$ cat src/rtl/pipe_addsub.sv
// rtl/pipe_addsub.sv - pipelined adder/subtractor with skewed slices, valid/ready flow control and flags
// Each stage ripples one SW-bit slice; a single global enable stalls the whole pipe.

module pipe_addsub #(
  parameter int WIDTH  = 32,
  parameter int STAGES = 4
) (
  input  logic             clk,
  input  logic             rst_n,
  input  logic             in_valid,
  output logic             in_ready,
  input  logic [WIDTH-1:0] d0,
  input  logic [WIDTH-1:0] d1,
  input  logic             sub,
  output logic             out_valid,
  input  logic             out_ready,
  output logic [WIDTH-1:0] sum,
  output logic             cout,
  output logic             ovf,
  output logic             zero
);

  localparam int SW = WIDTH / STAGES;

  logic             en;
  logic [WIDTH-1:0] a_in  [STAGES];
  logic [WIDTH-1:0] b_in  [STAGES];
  logic [WIDTH-1:0] r_in  [STAGES];
  logic             c_in  [STAGES];
  logic             v_in  [STAGES];

  logic [WIDTH-1:0] a_q   [STAGES];
  logic [WIDTH-1:0] b_q   [STAGES];
  logic [WIDTH-1:0] r_q   [STAGES];
  logic             c_q   [STAGES];
  logic             v_q   [STAGES];

  logic [WIDTH-1:0] r_d   [STAGES];
  logic             c_d   [STAGES];
  logic [SW:0]      slice_sum [STAGES];
  logic             ovf_d, zero_d;
  logic             ovf_q, zero_q;

  // Stage 0 is fed from the ports; later stages from the previous stage's registers.
  always_comb begin
    a_in[0] = d0;
    b_in[0] = sub ? ~d1 : d1;
    r_in[0] = '0;
    c_in[0] = sub;
    v_in[0] = in_valid;
    for (int k = 1; k < STAGES; k++) begin
      a_in[k] = a_q[k-1];
      b_in[k] = b_q[k-1];
      r_in[k] = r_q[k-1];
      c_in[k] = c_q[k-1];
      v_in[k] = v_q[k-1];
    end
  end

  always_comb begin
    for (int k = 0; k < STAGES; k++) begin
      slice_sum[k] = {1'b0, a_in[k][k*SW +: SW]} + {1'b0, b_in[k][k*SW +: SW]}
                   + {{SW{1'b0}}, c_in[k]};
      r_d[k] = r_in[k];
      r_d[k][k*SW +: SW] = slice_sum[k][SW-1:0];
      c_d[k] = slice_sum[k][SW];
    end
    // a ^ b ^ sum at the MSB recovers the carry into the MSB.
    ovf_d  = a_in[STAGES-1][WIDTH-1] ^ b_in[STAGES-1][WIDTH-1]
           ^ r_d[STAGES-1][WIDTH-1] ^ c_d[STAGES-1];
    zero_d = (r_d[STAGES-1] == '0);
  end

  always_ff @(posedge clk or negedge rst_n) begin
    if (!rst_n) begin
      for (int k = 0; k < STAGES; k++) begin
        a_q[k] <= '0;
        b_q[k] <= '0;
        r_q[k] <= '0;
        c_q[k] <= 1'b0;
        v_q[k] <= 1'b0;
      end
      ovf_q  <= 1'b0;
      zero_q <= 1'b0;
    end else if (en) begin
      for (int k = 0; k < STAGES; k++) begin
        a_q[k] <= a_in[k];
        b_q[k] <= b_in[k];
        r_q[k] <= r_d[k];
        c_q[k] <= c_d[k];
        v_q[k] <= v_in[k];
      end
      ovf_q  <= ovf_d;
      zero_q <= zero_d;
    end
  end

  assign en        = out_ready || !v_q[STAGES-1];
  assign in_ready  = en;
  assign out_valid = v_q[STAGES-1];
  assign sum       = r_q[STAGES-1];
  assign cout      = c_q[STAGES-1];
  assign ovf       = ovf_q;
  assign zero      = zero_q;

endmodule
$ cat config.mk
export PLATFORM = sky130hd
export DESIGN_NAME = pipe_addsub
export DESIGN_NICKNAME = d
export VERILOG_FILES = /design/src/rtl/pipe_addsub.sv
export SDC_FILE = /design/constraint.sdc
export NUM_CORES = 1
export LEC_CHECK = 0
export CORE_ASPECT_RATIO = 0.5
export CORE_MARGIN = 2
export CORE_UTILIZATION = 35
export DETAILED_ROUTE_END_ITERATION = 7
export SYNTH_ARGS = -nofsm -noshare
export SYNTH_HDL_FRONTEND = slang
export SYNTH_SLANG_ARGS = --single-unit
$ cat constraint.sdc
create_clock -name clk -period 3.5 [get_ports clk]
set_input_delay 0.7 -clock clk [delete_from_list [all_inputs] [get_ports clk]]
set_output_delay 0.7 -clock clk [all_outputs]
set_load 0.02 [all_outputs]
Yosys cells after proc, flatten, opt, wreduce, memory -nomap -nowiden
Cells that the tools add are included. W data, S select, Z words.

Add/subtract/negate cells: 8. Multiply operators: 0. Div/mod/pow operators: 0. $lt $le $gt $ge: 0. Equality and inequality tests: 0. Shift-type cells: 0. Mux-type cells: 1. Bitwise logic cells: 4. Reductions and logical operators: 3.

Operator list (number): $add A8 B8 Y9 (4); $add A9 B1 Y9 (4); $logic_not A32 Y1 (1); $mux W32 (1); $not A32 Y32 (1); $xor A1 B1 Y1 (3); $logic_not A1 Y1 (1); $logic_or A1 B1 Y1 (1).

Flip-flop bits (word level): 282. Latch bits: 0. RAM bits: 0. Bits in read-only memories: 0. Input bits: 69. Output and inout port bits: 37. Word-level logic and storage cells: 36. Memories kept: 0.

Longest topological paths before layout
Depth after elaboration: 4. Gate-level depth with buffers: 10. Mapped depth without buffers: 10.

Worst setup path after synthesis
OpenSTA, ideal clock, no wires.

Path kind: input to register. Start point: input sub. End point: register c_q (netlist bit c_in[2]). Library setup time: 138 ps. Arrival time: 2475 ps. Required time: 3362 ps. Setup slack: 887 ps. Cell stages on the path: 10. Path buffers: 2. Cell sequence: clkbuf_2 buf_2 xor2_1 fa_1 a21o_1 a21oi_1 o21ai_1 and3b_1 o21ai_1 a31oi_1.

Cells in the longest elaborated chain, start to end: 3.

RTL lines: start: declaration (RTL line 14) `input logic sub,`; $mux W32 (RTL line 47) `b_in[0] = sub ? ~d1 : d1;`; $add A8 B8 Y9 (RTL line 62) `slice_sum[k] = {1'b0, a_in[k][k*SW +: SW]} + {1'b0, b_in[k][k*SW +: SW]}`; $add A9 B1 Y9 (*) (RTL line 63) `+ {{SW{1'b0}}, c_in[k]};`; end signal: indexed assignment (RTL line 90) `c_q[k] <= c_d[k];`; end: declaration (RTL line 35) `logic c_q [STAGES];`.

Every way passes the cells marked *; elsewhere a longest branch is shown, timed or not. A chain may end at the register's enable or synchronous reset.

Worst setup path after layout
Start point: input out_ready. End point: output in_ready.

Cells in the longest elaborated chain, start to end: 1.

RTL lines: start: declaration (RTL line 16) `input logic out_ready,`; $logic_or A1 B1 Y1 (RTL line 98) `assign en = out_ready || !v_q[STAGES-1];`; end: declaration (RTL line 11) `output logic in_ready,`.

Every way passes these cells.

==> run summary <==
The final critical-path required period came out at 2.71 ns. After detailed routing, the number of vias per cell comes to 4.60. The tightest hold margin is 0.258 ns. For this run, the register share of the synthesized area comes to 0.555. STA classifies the critical path endpoint as an output pin.

The horizontal die dimension is 223 µm. After routing, the total negative slack on setup checks comes to 0 ns. In this run the core area contains 39 standard-cell rows. For this run, global-route usage on met3 was measured as 0.0325.

The synthesized-area fraction occupied by adder cells came out at 0.0584. The via count of the first global-routing pass is 6,133. The share of the cycle needed by the critical path after routing came out at 0.773. The number of pins with negative max-slew slack in the final report is 0. The area added between synthesis and finish came out at 23.6%. The basic-gate share of the synthesized area counting and, or, nand and nor cells came out at 0.226. The number of buffers between clock root and the deepest sink came out at 2. Yosys attributes the largest share of cell area to sky130_fd_sc_hd__dfrtp_1 (55%), sky130_fd_sc_hd__nand2_1 (19%), sky130_fd_sc_hd__ha_1 (4.2%). The run finished with clean final reports. For met1 alone, demand over resource in global routing was 0.205. The number of detailed-routing iterations run before antenna repair came out at 4. The DRC marker count from the first detailed-route iteration is 525. Measured along the y axis, the die boundary spans 114 µm. The initial antenna violation count came to 0. The portion of netlist area occupied by mux cells is 0.00313. The final net count is 1,120. In this run the cell area measured after placement is 0.00974 mm². The depth of the CTS H-tree is 4.

The total overflow left after global routing is 0. In the synthesized netlist, the number of instances is 931. Of the cells placed in the final design, the portion with a size suffix greater than 1 is 0.0418. The average instance area after synthesis came out at 9.02 µm².

The HPWL reported at the end of detailed placement came out at 12.3 mm. Between clock sinks in the finished design, the worst skew comes to 0.00664 ns. After synthesis, the share of flip-flops with an asynchronous set or reset is 1.00. The number of nets with antenna violations after detailed routing is 0. In the final layout, the multi-input gates occupy 0.00349 mm².

TritonCTS built the clock tree. The top-level I/O count is 106. The category of the most critical setup path is input port to output pin.

The biggest area contributor in the post-synthesis netlist is sky130_fd_sc_hd__dfrtp_1. The detailed-route wire length per cell came out at 13.4 µm. Yosys mapped a number of flops with a built-in enable equal to 0. In the synthesized netlist the dominant register cell turns out to be sky130_fd_sc_hd__dfrtp_1.

The worst max-slew margin expressed relative to the limit is 0.462. The number of clock buffers inserted by TritonCTS is 17. The net count after synthesis came out at 1,035. The dominant cell by count in the synthesized netlist is sky130_fd_sc_hd__nand2_1. The final number of setup-violating endpoints is 0. 0 antenna diodes ended up in the layout. After synthesis, the largest family of logic cells by area is simple AND/OR/NAND/NOR gates. The static leakage power is 4.99 nW. The worst-skew pair later-pin latency came out at 0.43 ns. The total number of yosys warnings came out at 0. Of the total synthesized cell area, the portion taken by XOR and XNOR cells is 0.0501. The full die area is 0.0253 mm². Timing would allow up to 370 MHz. The number of gates resized after cts came out at 0. The cell sitting at the root of the clock tree is a sky130_fd_sc_hd__clkbuf_16. The worst-path maximum fanout came out at 3. The critical path required time came out at 2.80 ns.

The post-cts hold buffer count is 0. The type of the most critical hold path is input port to async pin. The congestion estimate from routability-driven global placement came to 0.824. The worst endpoint data arrival time is 2.01 ns. The share of the synthesized area in the top cell type came out at 0.555. The via count of the routed design came out at 6,143. Fill cells in the final layout number 2,232.

The post-synthesis sequential element count is 186. The total routed wirelength came out at 17.9 mm. The met2 usage is 0.241. The instance count after placement with tap cells included came out at 1,304. The number of remaining DRC errors came out at 0. The largest net degree at the start of global routing is 207.

The post-route standard cell area excluding fillers is 0.0104 mm². The CTS sink count is 186. The share of the synthesized area in compound gates (AO/OA/AOI/OAI) is 0.0771.

The placeable core region came out at 0.0232 mm². The count of different cell masters after synthesis came out at 40. The total power density per cell area came out at 908 mW/mm². The completed layout was analyzed and its total power is 9.42 mW. The final hold violation count was 0.

The cell area after technology mapping is 0.00839 mm². The worst-case IR drop observed on VDD is 0.569 mV. The final standard cell count with taps included and fillers excluded is 1,336. The post-CTS clock slew at the launch and capture registers of the worst setup and hold paths came out at 0.07 ns. At the pin with the least slew margin, the transition time is 0.808 ns. The storage element area is 0.00465 mm². The tool flagged a number of max-cap violations equal to 0. The worst setup path is launched from an input port. The aggregate global-route resource usage is 0.149.

The global-route wire length before repair came out at 30.2 mm. Ranked by instance count, the synthesized netlist is headed by sky130_fd_sc_hd__nand2_1 (423), sky130_fd_sc_hd__dfrtp_1 (186), sky130_fd_sc_hd__o21ai_1 (48). The initial utilization of the core area, before any placement, comes to 0.362. Input and output buffers added on the ports amount to 105.

After clock tree synthesis, the setup repair step added 0 buffers. After global routing, the most crowded layer is met2. Setup repair after global routing left no endpoint under its margin.
[area by class of cell]
class                      count  share of cell area
multi-input combinational    679               0.337
sequential                   186               0.449
clock buffer                  19              0.0417
timing repair buffer         111               0.109
clock inverter                13              0.0187
tap                          307              0.0370
inverter                      21             0.00784
[final timing paths]
path                       depth (start not counted)  slack [ns]  startpoint        to
min in group clk                                   2        0.46     sum[13]   sum[13]
min                                                1        0.26       rst_n  a_in[93]
max in group asynchronous                          2        2.41       rst_n  a_in[49]
min reg2reg                                        2        0.46     sum[13]   sum[13]
max                                                4        0.79   out_ready  in_ready
max reg2reg                                       10        1.20    a_in[72]   c_in[1]
[layer usage]
metal	wire, µm	up-vias
met5	0	-
met4	141	0
met3	466	10
met2	8380	63
met1	8940	2925
li1	-	3145
[cells in the final DEF, fill, tap and decap left out, drive strengths merged, types with 19 or more instances in the layout]
cell type      netlist  layout
a21oi               19      19
clkbuf              34      20
clkdlybuf4s50        0     103
dfrtp              186     186
ha                  28      28
inv                 21      23
nand2              423     423
nor2                28      28
o21ai               51      51
xnor2               34      34
[critical path: stages]
cell,delay (ns)
sky130_fd_sc_hd__clkdlybuf4s50_1,0.44
sky130_fd_sc_hd__nor2b_4,0.25
sky130_fd_sc_hd__inv_4,0.06
sky130_fd_sc_hd__clkdlybuf4s50_1,0.54
[sequential cells by signal, summed over array words and instances, names as in the netlist]
signal,count
a_in,48
b_in,48
c_in,3
cout,1
out_valid,1
ovf,1
r_d,48
sum,32
v_in,3
zero,1
[report_power, final]
part	internal, mW	leakage [nW]	total, mW	switching [mW]
clock	1.21	0.296	2.05	0.845
combinational	1.59	2.45	3.65	2.06
sequential	3.11	2.25	3.72	0.612
[stage by stage]
step / setup slack, ns / util
after CTS: 0.767 / 0.447
after global routing: 0.747 / 0.447
after global placement: 0.476 / 0.420
after floorplan: 0.887 / -
final: 0.794 / 0.447
after detailed placement: 0.432 / 0.420
[kinds of logic (layout without fill, tap and decap cells)]
kind of cell    Yosys count  after routing
buf+inv                  66            164
mux                       2              2
compound gates          108            108
fa+ha+maj                35             35
xor+xnor                 48             48
simple gates            486            486
flops                   186            186
Note: power is estimated with default switching activity, not from simulation.
